===== config.mk =====
export PLATFORM = sky130hd
export DESIGN_NAME = lut_stream_reader
export DESIGN_NICKNAME = d
export VERILOG_FILES = /design/src/rtl/lut_pkg.sv /design/src/rtl/lut_table.sv /design/src/rtl/lut_stream_reader.sv
export SDC_FILE = /design/constraint.sdc
export NUM_CORES = 1
export LEC_CHECK = 0
export ABC_AREA = 0
export CAP_MARGIN = 20
export CORE_MARGIN = 10
export CORE_UTILIZATION = 32
export CTS_BUF_LIST = sky130_fd_sc_hd__clkbuf_16
export CTS_CLUSTER_SIZE = 30
export DETAILED_ROUTE_END_ITERATION = 16
export MAX_ROUTING_LAYER = met4
export PLACE_DENSITY = 0.61
export RECOVER_POWER = 25
export SETUP_SLACK_MARGIN = 0.02
export SYNTH_ARGS = -nofsm -noshare
export SYNTH_HDL_FRONTEND = slang
export SYNTH_SLANG_ARGS = --single-unit
export TNS_END_PERCENT = 10

===== constraint.sdc =====
create_clock -name clk -period 2.8 [get_ports clk]
set_input_delay 0.28 -clock clk [delete_from_list [all_inputs] [get_ports clk]]
set_output_delay 0.28 -clock clk [all_outputs]
set_load 0.05 [all_outputs]

===== src/rtl/lut_pkg.sv =====
// Shared definitions for the LUT stream reader: table geometry, FSM state
// encoding and the fixed table image (word[i] = 2*i).
// No ports; imported by lut_table and lut_stream_reader.
package lut_pkg;

    localparam int unsigned DEPTH    = 8;
    localparam int unsigned DATA_W   = 4;
    localparam int unsigned ADDR_W   = $clog2(DEPTH);
    localparam int unsigned LUT_STEP = 2;

    typedef enum logic [1:0] {
        ST_IDLE   = 2'd0,
        ST_STREAM = 2'd1,
        ST_DONE   = 2'd2
    } state_t;

    // Table word for any index; also used when the table is built with a
    // non-default geometry.
    function automatic int unsigned lut_word(input int unsigned idx);
        return LUT_STEP * idx;
    endfunction

    function automatic logic [DEPTH-1:0][DATA_W-1:0] lut_init();
        logic [DEPTH-1:0][DATA_W-1:0] t;
        for (int i = 0; i < int'(DEPTH); i++) begin
            t[i] = DATA_W'(lut_word(i));
        end
        return t;
    endfunction

    // Table image for the default geometry.
    localparam logic [DEPTH-1:0][DATA_W-1:0] LUT_INIT = lut_init();

endpackage


===== src/rtl/lut_table.sv =====
// Read-only lookup table holding word[i] = 2*i; combinational read.
// Ports: addr_i (table index), data_o (word at addr_i).
// Contents are constants; there is no write port.
module lut_table
    import lut_pkg::*;
#(
    parameter int unsigned DEPTH  = lut_pkg::DEPTH,
    parameter int unsigned DATA_W = lut_pkg::DATA_W,
    localparam int unsigned AW    = $clog2(DEPTH)
) (
    input  logic [AW-1:0]     addr_i,
    output logic [DATA_W-1:0] data_o
);

    logic [DATA_W-1:0] rom [DEPTH];

    if (DEPTH == lut_pkg::DEPTH && DATA_W == lut_pkg::DATA_W) begin : g_default
        for (genvar i = 0; i < int'(DEPTH); i++) begin : g_word
            assign rom[i] = LUT_INIT[i];
        end
    end else begin : g_custom
        for (genvar i = 0; i < int'(DEPTH); i++) begin : g_word
            assign rom[i] = DATA_W'(lut_word(i));
        end
    end

    assign data_o = rom[addr_i];

endmodule


===== src/rtl/lut_stream_reader.sv =====
// Streams a burst of consecutive table words (address wraps modulo DEPTH)
// over a valid/ready port; first word one cycle after start, no bubbles.
// Ports: start/start_addr/count request, abort cancel, m_* stream, busy, done.
// Optional macro LUT_STREAM_LOOP_EN adds input loop: the burst repeats until
// abort or reset. Outputs hold while m_valid=1 and m_ready=0.
module lut_stream_reader
    import lut_pkg::*;
#(
    parameter int unsigned DEPTH  = lut_pkg::DEPTH,
    parameter int unsigned DATA_W = lut_pkg::DATA_W,
    localparam int unsigned AW    = $clog2(DEPTH),
    localparam int unsigned CW    = AW + 1
) (
    input  logic              clk,
    input  logic              rst_n,
    input  logic              start,
    input  logic [AW-1:0]     start_addr,
    input  logic [CW-1:0]     count,
    input  logic              abort,
`ifdef LUT_STREAM_LOOP_EN
    input  logic              loop,
`endif
    input  logic              m_ready,
    output logic              m_valid,
    output logic [DATA_W-1:0] m_data,
    output logic              m_last,
    output logic              busy,
    output logic              done
);

    state_t            state_q, state_d;
    logic [AW-1:0]     addr_q, addr_d;
    logic [CW-1:0]     rem_q, rem_d;     // words left, including the one presented
    logic [DATA_W-1:0] data_q, data_d;
    logic              last_q, last_d;
    logic [AW-1:0]     rd_addr;
    logic [DATA_W-1:0] rd_data;
`ifdef LUT_STREAM_LOOP_EN
    logic [AW-1:0]     base_q, base_d;
    logic [CW-1:0]     len_q, len_d;
    logic              loop_q, loop_d;
`endif

    lut_table #(
        .DEPTH  (DEPTH),
        .DATA_W (DATA_W)
    ) u_table (
        .addr_i (rd_addr),
        .data_o (rd_data)
    );

    // Table is read one step ahead so the next word is registered on the
    // accepting edge: the request address in IDLE, otherwise addr+1
    // (or the burst base when a looping burst wraps to its first word).
    always_comb begin
        rd_addr = addr_q + AW'(1);
        if (state_q == ST_IDLE) begin
            rd_addr = start_addr;
        end
`ifdef LUT_STREAM_LOOP_EN
        else if (last_q) begin
            rd_addr = base_q;
        end
`endif
    end

    always_comb begin
        state_d = state_q;
        addr_d  = addr_q;
        rem_d   = rem_q;
        data_d  = data_q;
        last_d  = last_q;
`ifdef LUT_STREAM_LOOP_EN
        base_d  = base_q;
        len_d   = len_q;
        loop_d  = loop_q;
`endif
        case (state_q)
            ST_IDLE: begin
                if (start) begin
                    if (count != '0) begin
                        state_d = ST_STREAM;
                        addr_d  = start_addr;
                        rem_d   = count;
                        data_d  = rd_data;
                        last_d  = (count == CW'(1));
`ifdef LUT_STREAM_LOOP_EN
                        base_d  = start_addr;
                        len_d   = count;
                        loop_d  = loop;
`endif
                    end else begin
                        state_d = ST_DONE;
                    end
                end
            end
            ST_STREAM: begin
                // abort wins over a handshake in the same cycle
                if (abort) begin
                    state_d = ST_IDLE;
                    data_d  = '0;
                    last_d  = 1'b0;
                end else if (m_ready) begin
                    if (last_q) begin
`ifdef LUT_STREAM_LOOP_EN
                        if (loop_q) begin
                            addr_d = base_q;
                            rem_d  = len_q;
                            data_d = rd_data;
                            last_d = (len_q == CW'(1));
                        end else begin
                            state_d = ST_DONE;
                            data_d  = '0;
                            last_d  = 1'b0;
                        end
`else
                        state_d = ST_DONE;
                        data_d  = '0;
                        last_d  = 1'b0;
`endif
                    end else begin
                        addr_d = addr_q + AW'(1);
                        rem_d  = rem_q - CW'(1);
                        data_d = rd_data;
                        last_d = (rem_q == CW'(2));
                    end
                end
            end
            ST_DONE: begin
                state_d = ST_IDLE;
            end
            default: begin
                state_d = ST_IDLE;
            end
        endcase
    end

    always_ff @(posedge clk or negedge rst_n) begin
        if (!rst_n) begin
            state_q <= ST_IDLE;
            addr_q  <= '0;
            rem_q   <= '0;
            data_q  <= '0;
            last_q  <= 1'b0;
`ifdef LUT_STREAM_LOOP_EN
            base_q  <= '0;
            len_q   <= '0;
            loop_q  <= 1'b0;
`endif
        end else begin
            state_q <= state_d;
            addr_q  <= addr_d;
            rem_q   <= rem_d;
            data_q  <= data_d;
            last_q  <= last_d;
`ifdef LUT_STREAM_LOOP_EN
            base_q  <= base_d;
            len_q   <= len_d;
            loop_q  <= loop_d;
`endif
        end
    end

    assign m_valid = (state_q == ST_STREAM);
    assign m_data  = data_q;
    assign m_last  = last_q;
    assign busy    = (state_q != ST_IDLE);
    assign done    = (state_q == ST_DONE);

endmodule


==> results.py, run 1 <==
metrics = {
    "clocking": {
        "clk_path_buf_depth": 2,
        "cts_sinks": 13,
        "numCtsBuffers": 3,
        "htreeDepth": 1,
        "hold_buffers": 0,
        "post_cts_buffers": 0,
        "ctsRootBufferMaster": "clkbuf_16",
        "cts_tree": "yes",
        "cts.reportedPaths.clkPinSlew_ns": 0.05,
        "cts-resized-gates": 0,
        "clock_latency_ns": 0.25,
    },
    "sta": {
        "max_freq_ghz": 0.436,
        "finalCritPeriodShare_pct": 81.8,
        "maxSlewHeadroom_pct": 58.7,
        "setup_viol": 0,
        "rsz0062_at_grt": "no",
        "worst_slew_pin_slew_ns": 0.617,
        "final.min_clock_period_ns": 2.29,
        "tns_ns": 0,
        "hold_viol_final": 0,
        "whs_ns": 0.476,
        "final-max-slew-violation-count": 0,
        "clock_skew_ns": 0.00458,
    },
    "global_routing": {
        "grt_pass1_vias": 769,
        "grt_usage_pct": 8.72,
        "grt_pass1_wl_um": 3510,
        "gr-total-overflow": 0,
        "grt_max_degree": 15,
        "antenna_found_initial": 0,
    },
    "detailed_routing": {
        "drc": 0,
        "num_vias": 734,
        "wl_um": 2050,
        "avgRoutedWirePerCell_um": 14.6,
        "final_antenna_net_count": 0,
        "drtPass1Iterations": 4,
        "via_per_inst": 5.24,
        "drt_iter0_drc": 23,
    },
    "cells_and_area": {
        "final_cell_mix": "17 x clkdlybuf4s50_1, 13 x dfrtp_1, 11 x nor2_1",
        "final_nets": 126,
        "antenna_cells": 0,
        "layout_commonest_cell": "clkdlybuf4s50_1",
        "drive_above_1_share_pct": 11.8,
        "area_growth_pct": 32.6,
        "stdcell_count": 140,
    },
    "logic_synthesis": {
        "synthSimpleGateAreaFrac_pct": 20.6,
        "synth_top_family_by_area": "compound AO/OA/AOI/OAI gates",
        "syn_area_um2": 851,
        "synth_cells": 92,
        "avgSynthCellArea_um2": 9.25,
        "synth_mux_area_share_pct": 1.18,
        "synth_compound_area_share_pct": 28.7,
        "synth_xor_area_share_pct": 1.03,
        "ys_seq_elements": 13,
        "ys_warn_count": 0,
        "netlist-cell-type-count": 37,
        "yosysSeqAreaShare_pct": 38.2,
        "synth_fa_ha_area_share_pct": 4.41,
        "syn-num-nets": 107,
    },
    "power_and_ir_drop": {
        "p_leak_nw": 0.503,
        "total_power_mw": 1.02,
        "ir_drop_uv": 513,
        "p_per_area_nw_per_um2": 901,
    },
    "worst_setup_path": {
        "path_class": "reg -> out",
        "worstPathRequired_ns": 2.52,
        "crit_path_end_kind": "primary output",
        "rr_worst_depth": 5,
        "critPathLaunchType": "flip-flop",
        "worstPathMaxFanout": 14,
        "critical_path_arrival_ns": 2.01,
    },
    "flow_run": {
        "cap_violations": 0,
    },
    "floorplan": {
        "fp.dieArea_um2": 5120,
        "start_util_pct": 34.0,
        "die_height_um": 71.6,
        "die_width_um": 71.6,
        "rows": 18,
        "ioPinCount": 20,
        "core_um2": 2500,
    },
    "min_path": {
        "hold_path_class": "in -> async",
    },
    "placed_design": {
        "dp_cells": 136,
        "gp_congestion": 0.822,
        "dpl.hpwl_um": 1590,
        "io_buffers": 18,
    },
    "status": {
        "status": "completed",
    },
}
==> final timing paths <==
kind | startpoint | to | slack, ns
setup reg to reg | state_q[1] | rem_q[3] | 1.24
max in group asynchronous | rst_n | rem_q[0] | 1.91
hold / removal | rst_n | m_data[3] | 0.48
min in group clk | m_data[1] | m_data[1] | 0.48
setup / recovery | state_q[1] | m_valid | 0.51
hold reg to reg | m_data[1] | m_data[1] | 0.48
==> stage by stage <==
stage          utilization [%]  worst slack (ns)  instance area, um^2
5_1_grt                   45.1             0.431                 1130
3_5_place_dp              41.9             0.786                 1050
3_3_place_gp              41.9             0.803                 1050
6_report                  45.1             0.508                 1130
4_1_cts                   45.1             0.500                 1130
2_1_floorplan                -              1.14                  851
==> Yosys cell counts <==
cell	count	share of area, %
o311a_1	1	1.2
nand2_1	6	2.6
a22oi_1	3	2.6
nand4bb_1	1	1.3
a21o_1	4	3.5
clkbuf_1	2	0.88
o41ai_4	1	3.2
dfrtp_1	13	38
a21oi_2	1	1.0
nand2b_1	2	1.5
nor2_1	11	4.9
buf_2	1	0.59
nor3b_1	2	1.8
o2bb2ai_2	1	1.8
o22a_2	1	1.2
a22o_1	1	1.0
a31oi_1	1	0.74
a32oi_1	1	1.0
ha_1	3	4.4
a221o_2	1	1.3
and2b_2	2	2.1
o22ai_1	1	0.74
o21a_1	1	0.88
o21ai_0	8	4.7
nor2b_1	2	1.5
a21oi_1	3	1.8
and4bb_2	1	1.5
a2bb2oi_1	1	1.0
nor4b_1	1	1.0
a211oi_1	1	0.88
nor3_1	2	1.2
inv_1	7	3.1
mux2i_1	1	1.2
or4_4	1	1.3
xor2_1	1	1.0
buf_4	1	0.88
conb_1	1	0.44
==> routing by layer <==
metal	track usage [%]	part of all wire [%]
met3	2.62	4.1
met2	13.6	48
met1	9.56	46
met4	5.16	2.1
met5	-	0
==> critical path: stages (launching register included) <==
cell	delay, ns
dfrtp_1	0.51
nand2b_1	0.34
inv_1	0.10
clkdlybuf4s50_1	0.81
==> registers in the layout (all words and copies together), names as in the netlist <==
register  count
rem_q         4
m_last        1
m_data        3
addr_q        3
state_q       2
==> logic make-up after synthesis <==
kind of cell | Yosys count
buffers and inverters | 11
xor gates and xnor gates | 1
muxes | 1
other | 1
and+or+nand+nor | 31
DFF | 13
adders and majority gates | 3
AOI/OAI and AO/OA | 31
==> layout make-up <==
class | instances | area [um^2]
sequential | 13 | 325
multi-input combinational | 68 | 479
clock buffer | 3 | 75.1
fill | 242 | 1370
inverter | 7 | 26.3
clock inverter | 1 | 5.00
tap | 30 | 37.5
timing repair buffer | 18 | 180
==> where the power goes <==
part | internal (mW) | switching [mW]
Clock | 0.191 | 0.0898
Sequential | 0.258 | 0.0657
Combinational | 0.176 | 0.237
(Power assumes the default switching activity.)
==> run 2, diff against run 1 <==
clock period = 2.15 ns   (was 2.8 ns; I/O delays follow)
==> run 2 against run 1 <==
Die area stayed put. Via count is 1.6% higher. Clock skew fell by 0.0034 ns.
==> results.py, run 2 (same netlist as run 1, synthesis figures left out) <==
metrics = {
    "detailed_routing": {
        "via_per_inst": 5.33,
        "final_antenna_net_count": 0,
        "wl_um": 2050,
        "drc": 0,
        "avgRoutedWirePerCell_um": 14.6,
        "num_vias": 746,
        "drt_iter0_drc": 27,
        "drtPass1Iterations": 4,
    },
    "cells_and_area": {
        "antenna_cells": 0,
        "stdcell_count": 140,
        "layout_commonest_cell": "clkdlybuf4s50_1",
        "final_nets": 126,
        "final_cell_mix": "14 x clkdlybuf4s50_1, 13 x dfrtp_1, 11 x nor2_1",
        "drive_above_1_share_pct": 13.6,
        "largest_reg_flops": 4,
        "area_growth_pct": 31.6,
        "top_register": "rem_q",
    },
    "floorplan": {
        "fp.dieArea_um2": 5120,
        "core_um2": 2500,
        "die_width_um": 71.6,
        "rows": 18,
        "die_height_um": 71.6,
        "ioPinCount": 20,
        "start_util_pct": 34.0,
    },
    "sta": {
        "rsz0062_at_grt": "no",
        "setup_viol": 0,
        "tns_ns": 0,
        "clock_skew_ns": 0.00119,
        "maxSlewHeadroom_pct": 58.2,
        "hold_viol_final": 0,
        "worst_slew_pin_slew_ns": 0.625,
        "final-max-slew-violation-count": 0,
        "final.min_clock_period_ns": 1.80,
        "max_freq_ghz": 0.556,
        "whs_ns": 0.433,
        "finalCritPeriodShare_pct": 83.6,
    },
    "clocking": {
        "ctsRootBufferMaster": "clkbuf_16",
        "cts-resized-gates": 0,
        "clk_path_buf_depth": 2,
        "clock_latency_ns": 0.24,
        "numCtsBuffers": 3,
        "cts_sinks": 13,
        "post_cts_buffers": 0,
        "hold_buffers": 0,
        "cts_tree": "yes",
        "cts.reportedPaths.clkPinSlew_ns": 0.04,
        "htreeDepth": 1,
    },
    "flow_run": {
        "cap_violations": 0,
    },
    "worst_setup_path": {
        "worstPathRequired_ns": 1.93,
        "path_delay_family": "buffers and inverters",
        "worst_path_max_delay_cell": "clkdlybuf4s50_1",
        "max_stage_delay_ns": 0.86,
        "path_cells": "clkdlybuf4s50_1",
        "path_class": "reg -> out",
        "crit_buf_inv": 1,
        "critPathLaunchType": "flip-flop",
        "worstPathMaxFanout": 8,
        "crit_path_end_kind": "primary output",
        "critical_path_arrival_ns": 1.58,
    },
    "global_routing": {
        "grt_pass1_vias": 770,
        "gr-total-overflow": 0,
        "grt_pass1_wl_um": 3610,
        "grt_max_degree": 15,
        "grt_usage_pct": 8.57,
        "antenna_found_initial": 0,
    },
    "power_and_ir_drop": {
        "p_leak_nw": 0.509,
        "p_sw_share_pct": 38.1,
        "p_sw_uw": 496,
        "total_power_mw": 1.30,
        "ir_drop_uv": 675,
        "internal-power_uw": 806,
        "clkPwrFrac_pct": 26.7,
        "p_per_area_nw_per_um2": 1160,
        "seqPwrFrac_pct": 32.4,
        "pwr-share-comb_pct": 40.8,
    },
    "placed_design": {
        "dp_cells": 136,
        "dpl.hpwl_um": 1600,
        "gp_congestion": 0.865,
        "io_buffers": 18,
    },
    "status": {
        "status": "completed",
    },
    "min_path": {
        "hold_path_class": "in -> async",
    },
}
## run 2: cell count changes in the layout (fill, tap and decap cells not counted)
cell / delta
clkinv_2: -1
buf_4: +3
inv_1: +1
clkdlybuf4s50_1: -3
## run 2: path summary, 6_finish.rpt
| kind | start | endpoint | slack [ns] | depth (start not counted) |
|---|---|---|---|---|
| setup / recovery | m_last | m_last | 0.35 | 1 |
| hold / removal | rst_n | addr_q[2] | 0.43 | 1 |
| setup reg to reg | state_q[1] | rem_q[3] | 0.63 | 5 |
| hold reg to reg | m_data[2] | m_data[2] | 0.48 | 1 |
| max in group asynchronous | rst_n | rem_q[2] | 1.31 | 1 |
| min in group clk | m_data[2] | m_data[2] | 0.48 | 1 |
## run 2: final cells by class
| cell class | instances | area [um^2] |
|---|---|---|
| multi-input cells | 68 | 479 |
| well taps | 30 | 37.5 |
| fillers | 235 | 1380 |
| flip-flops and latches | 13 | 325 |
| inverters | 7 | 26.3 |
| clock buffers | 3 | 75.1 |
| repair buffers | 18 | 173 |
| clock inverters | 1 | 3.75 |
## run 2: power by group through the flow
stage,Sequential (mW),Clock [mW],Combinational (mW)
finish,0.422,0.348,0.532
global route,0.442,0.366,0.587
CTS,0.424,0.354,0.541
detailed placement,0.428,0,0.538
global placement,0.427,0,0.534
floorplan,0.483,0,0.318
## run 2: per-layer routing
| layer | wire length [um] | GRT usage, % | share of wire, % |
|---|---|---|---|
| met1 | 897 | 10.2 | 44 |
| met5 | 0 | - | 0 |
| met4 | 30 | 3.23 | 1.5 |
| met3 | 84 | 1.79 | 4.1 |
| met2 | 1040 | 13.8 | 51 |
## run 2: metrics by stage
| step | instance area, um^2 | utilization, % | worst slack [ns] |
|---|---|---|---|
| floorplan | 851 | - | 0.545 |
| global placement | 1040 | 41.6 | 0.320 |
| detailed placement | 1040 | 41.6 | 0.285 |
| CTS | 1120 | 44.8 | 0.327 |
| global route | 1120 | 44.8 | 0.321 |
| finish | 1120 | 44.8 | 0.352 |
==> run 3, diff against run 2 <==
clock period = 1.7 ns   (was 2.15 ns; I/O delays follow)
==> run 3 against run 2 <==
Non-clock buffer count rose by 13. Critical path type is now reg -> reg. Routed wire length rose by 6.0%. Clock power rose by 27%. Via count rose by 5.1%. Final cell count rose by 9.3%. Count of clock-buffer cells in the layout did not move. Critical path depth rose by 4. Total power rose by 32%. Clock skew rose by 0.0019 ns. Sequential power rose by 25%. Global-route usage rose by 0.60 points.
==> results.py, run 3 (same netlist as run 1, synthesis figures left out) <==
metrics = {
    "placed_design": {
        "gp_congestion": 0.904,
        "pre_cts_slack_ns": -0.0452,
        "dpl.hpwl_um": 1760,
        "dp_cells": 149,
        "io_buffers": 18,
        "dpl-instance-area_um2": 1170,
    },
    "sta": {
        "setup_viol": 0,
        "max_freq_ghz": 0.644,
        "rsz0062_at_grt": "no",
        "hold_viol_final": 0,
        "whs_ns": 0.369,
        "finalCritPeriodShare_pct": 91.3,
        "clock_skew_ns": 0.00307,
        "final-max-slew-violation-count": 0,
        "maxSlewHeadroom_pct": 60.8,
        "worst_slack_ns": 0.148,
        "worst_slew_pin_slew_ns": 0.587,
        "final.min_clock_period_ns": 1.55,
    },
    "worst_setup_path": {
        "worst_path_max_delay_cell": "dfrtp_1",
        "critPathLaunchType": "flip-flop",
        "max_stage_delay_ns": 0.48,
        "path_cells": "nor2_1 > inv_1 > o22a_2 > buf_4 > a21o_1",
        "crit_path_end_kind": "flip-flop",
        "r2r_start": "state_q[0]",
        "path_class": "reg -> reg",
        "critical_path_arrival_ns": 1.68,
        "worstPathMaxFanout": 9,
        "worstPathRequired_ns": 1.83,
        "crit_start": "state_q[0]",
        "r2r_slack_ns": 0.15,
    },
    "clocking": {
        "numCtsBuffers": 3,
        "clock_latency_ns": 0.24,
        "clk_path_buf_depth": 2,
        "hold_buffers": 0,
        "ctsRootBufferMaster": "clkbuf_16",
        "post_cts_buffers": 0,
        "cts_sinks": 13,
        "cts-resized-gates": 0,
        "htreeDepth": 1,
        "cts_tree": "yes",
        "cts.reportedPaths.clkPinSlew_ns": 0.05,
    },
    "global_routing": {
        "gr-total-overflow": 0,
        "antenna_found_initial": 0,
        "grt_usage_pct": 9.18,
        "grt_pass1_vias": 803,
        "grt_max_degree": 14,
        "grt_pass1_wl_um": 3670,
    },
    "cells_and_area": {
        "finalInstanceArea_um2": 1250,
        "regArea_um2": 325,
        "final_cell_mix": "16 x buf_4, 13 x dfrtp_1, 11 x nor2_1, 11 x clkdlybuf4s50_1",
        "multi_input_area_um2": 479,
        "largest_reg_flops": 4,
        "drive_above_1_share_pct": 25.2,
        "final_nets": 139,
        "fillCellCount": 233,
        "area_growth_pct": 46.6,
        "antenna_cells": 0,
        "stdcell_count": 153,
        "final_util_pct": 49.9,
        "layout_commonest_cell": "buf_4",
        "top_register": "rem_q",
    },
    "min_path": {
        "hold_path_class": "in -> async",
    },
    "power_and_ir_drop": {
        "ir_drop_uv": 765,
        "p_per_area_nw_per_um2": 1380,
        "p_leak_nw": 0.588,
    },
    "floorplan": {
        "rows": 18,
        "fp.dieArea_um2": 5120,
        "core_um2": 2500,
        "ioPinCount": 20,
        "start_util_pct": 34.0,
        "die_width_um": 71.6,
        "die_height_um": 71.6,
    },
    "detailed_routing": {
        "drt_iter0_drc": 35,
        "wl_um": 2170,
        "final_antenna_net_count": 0,
        "avgRoutedWirePerCell_um": 14.2,
        "num_vias": 784,
        "via_per_inst": 5.12,
        "drc": 0,
        "drtPass1Iterations": 4,
    },
    "flow_run": {
        "cap_violations": 0,
    },
    "status": {
        "status": "completed",
    },
}
-- run 3: changes by cell type in the layout (fill, tap and decap cells not counted) --
cell	before	now
buf_12	0	3
clkdlybuf4s50_1	14	11
buf_4	3	16
-- run 3: per-layer routing --
metal	GRT usage (%)	vias up	wire length, um
met5	-	-	0
met4	4.52	0	31
met3	2.89	3	93
met2	14.6	19	1070
met1	10.1	366	980
li1	-	396	-
-- run 3: metrics by stage --
step / TNS (ns) / total power, mW
after floorplan: 0 / 1.01
after global placement: -0.0260 / 1.28
after detailed placement: -0.161 / 1.29
after CTS: 0 / 1.74
after global routing: 0 / 1.84
final: 0 / 1.72
-- run 3: final timing paths --
check	cells past startpoint	end
max in group asynchronous	1	addr_q[0]
min in group clk	1	m_data[3]
hold reg to reg	1	m_data[3]
hold / removal	1	m_data[2]
setup / recovery	5	addr_q[1]
setup reg to reg	5	addr_q[1]
-- run 3: where the power goes --
| group | total, mW | switching [mW] | internal (mW) |
|---|---|---|---|
| Sequential | 0.527 | 0.101 | 0.425 |
| Combinational | 0.748 | 0.412 | 0.335 |
| Clock | 0.443 | 0.133 | 0.310 |
| Total | 1.72 | 0.646 | 1.07 |
-- run 3: critical path, delay by kind of cell (launching register included) --
kind                   cells  cell delay, ns
buffers and inverters      2            0.27
AND/OR/NAND/NOR            1            0.22
AO/OA/AOI/OAI              2            0.47
flip-flops                 1            0.48
-- run 3: layout make-up --
class	count	area share, %
multi-input cells	68	38.4
flip-flops and latches	13	26.1
repair buffers	31	24.1
clock buffers	3	6.02
well taps	30	3.01
inverters	7	2.11
clock inverters	1	0.301
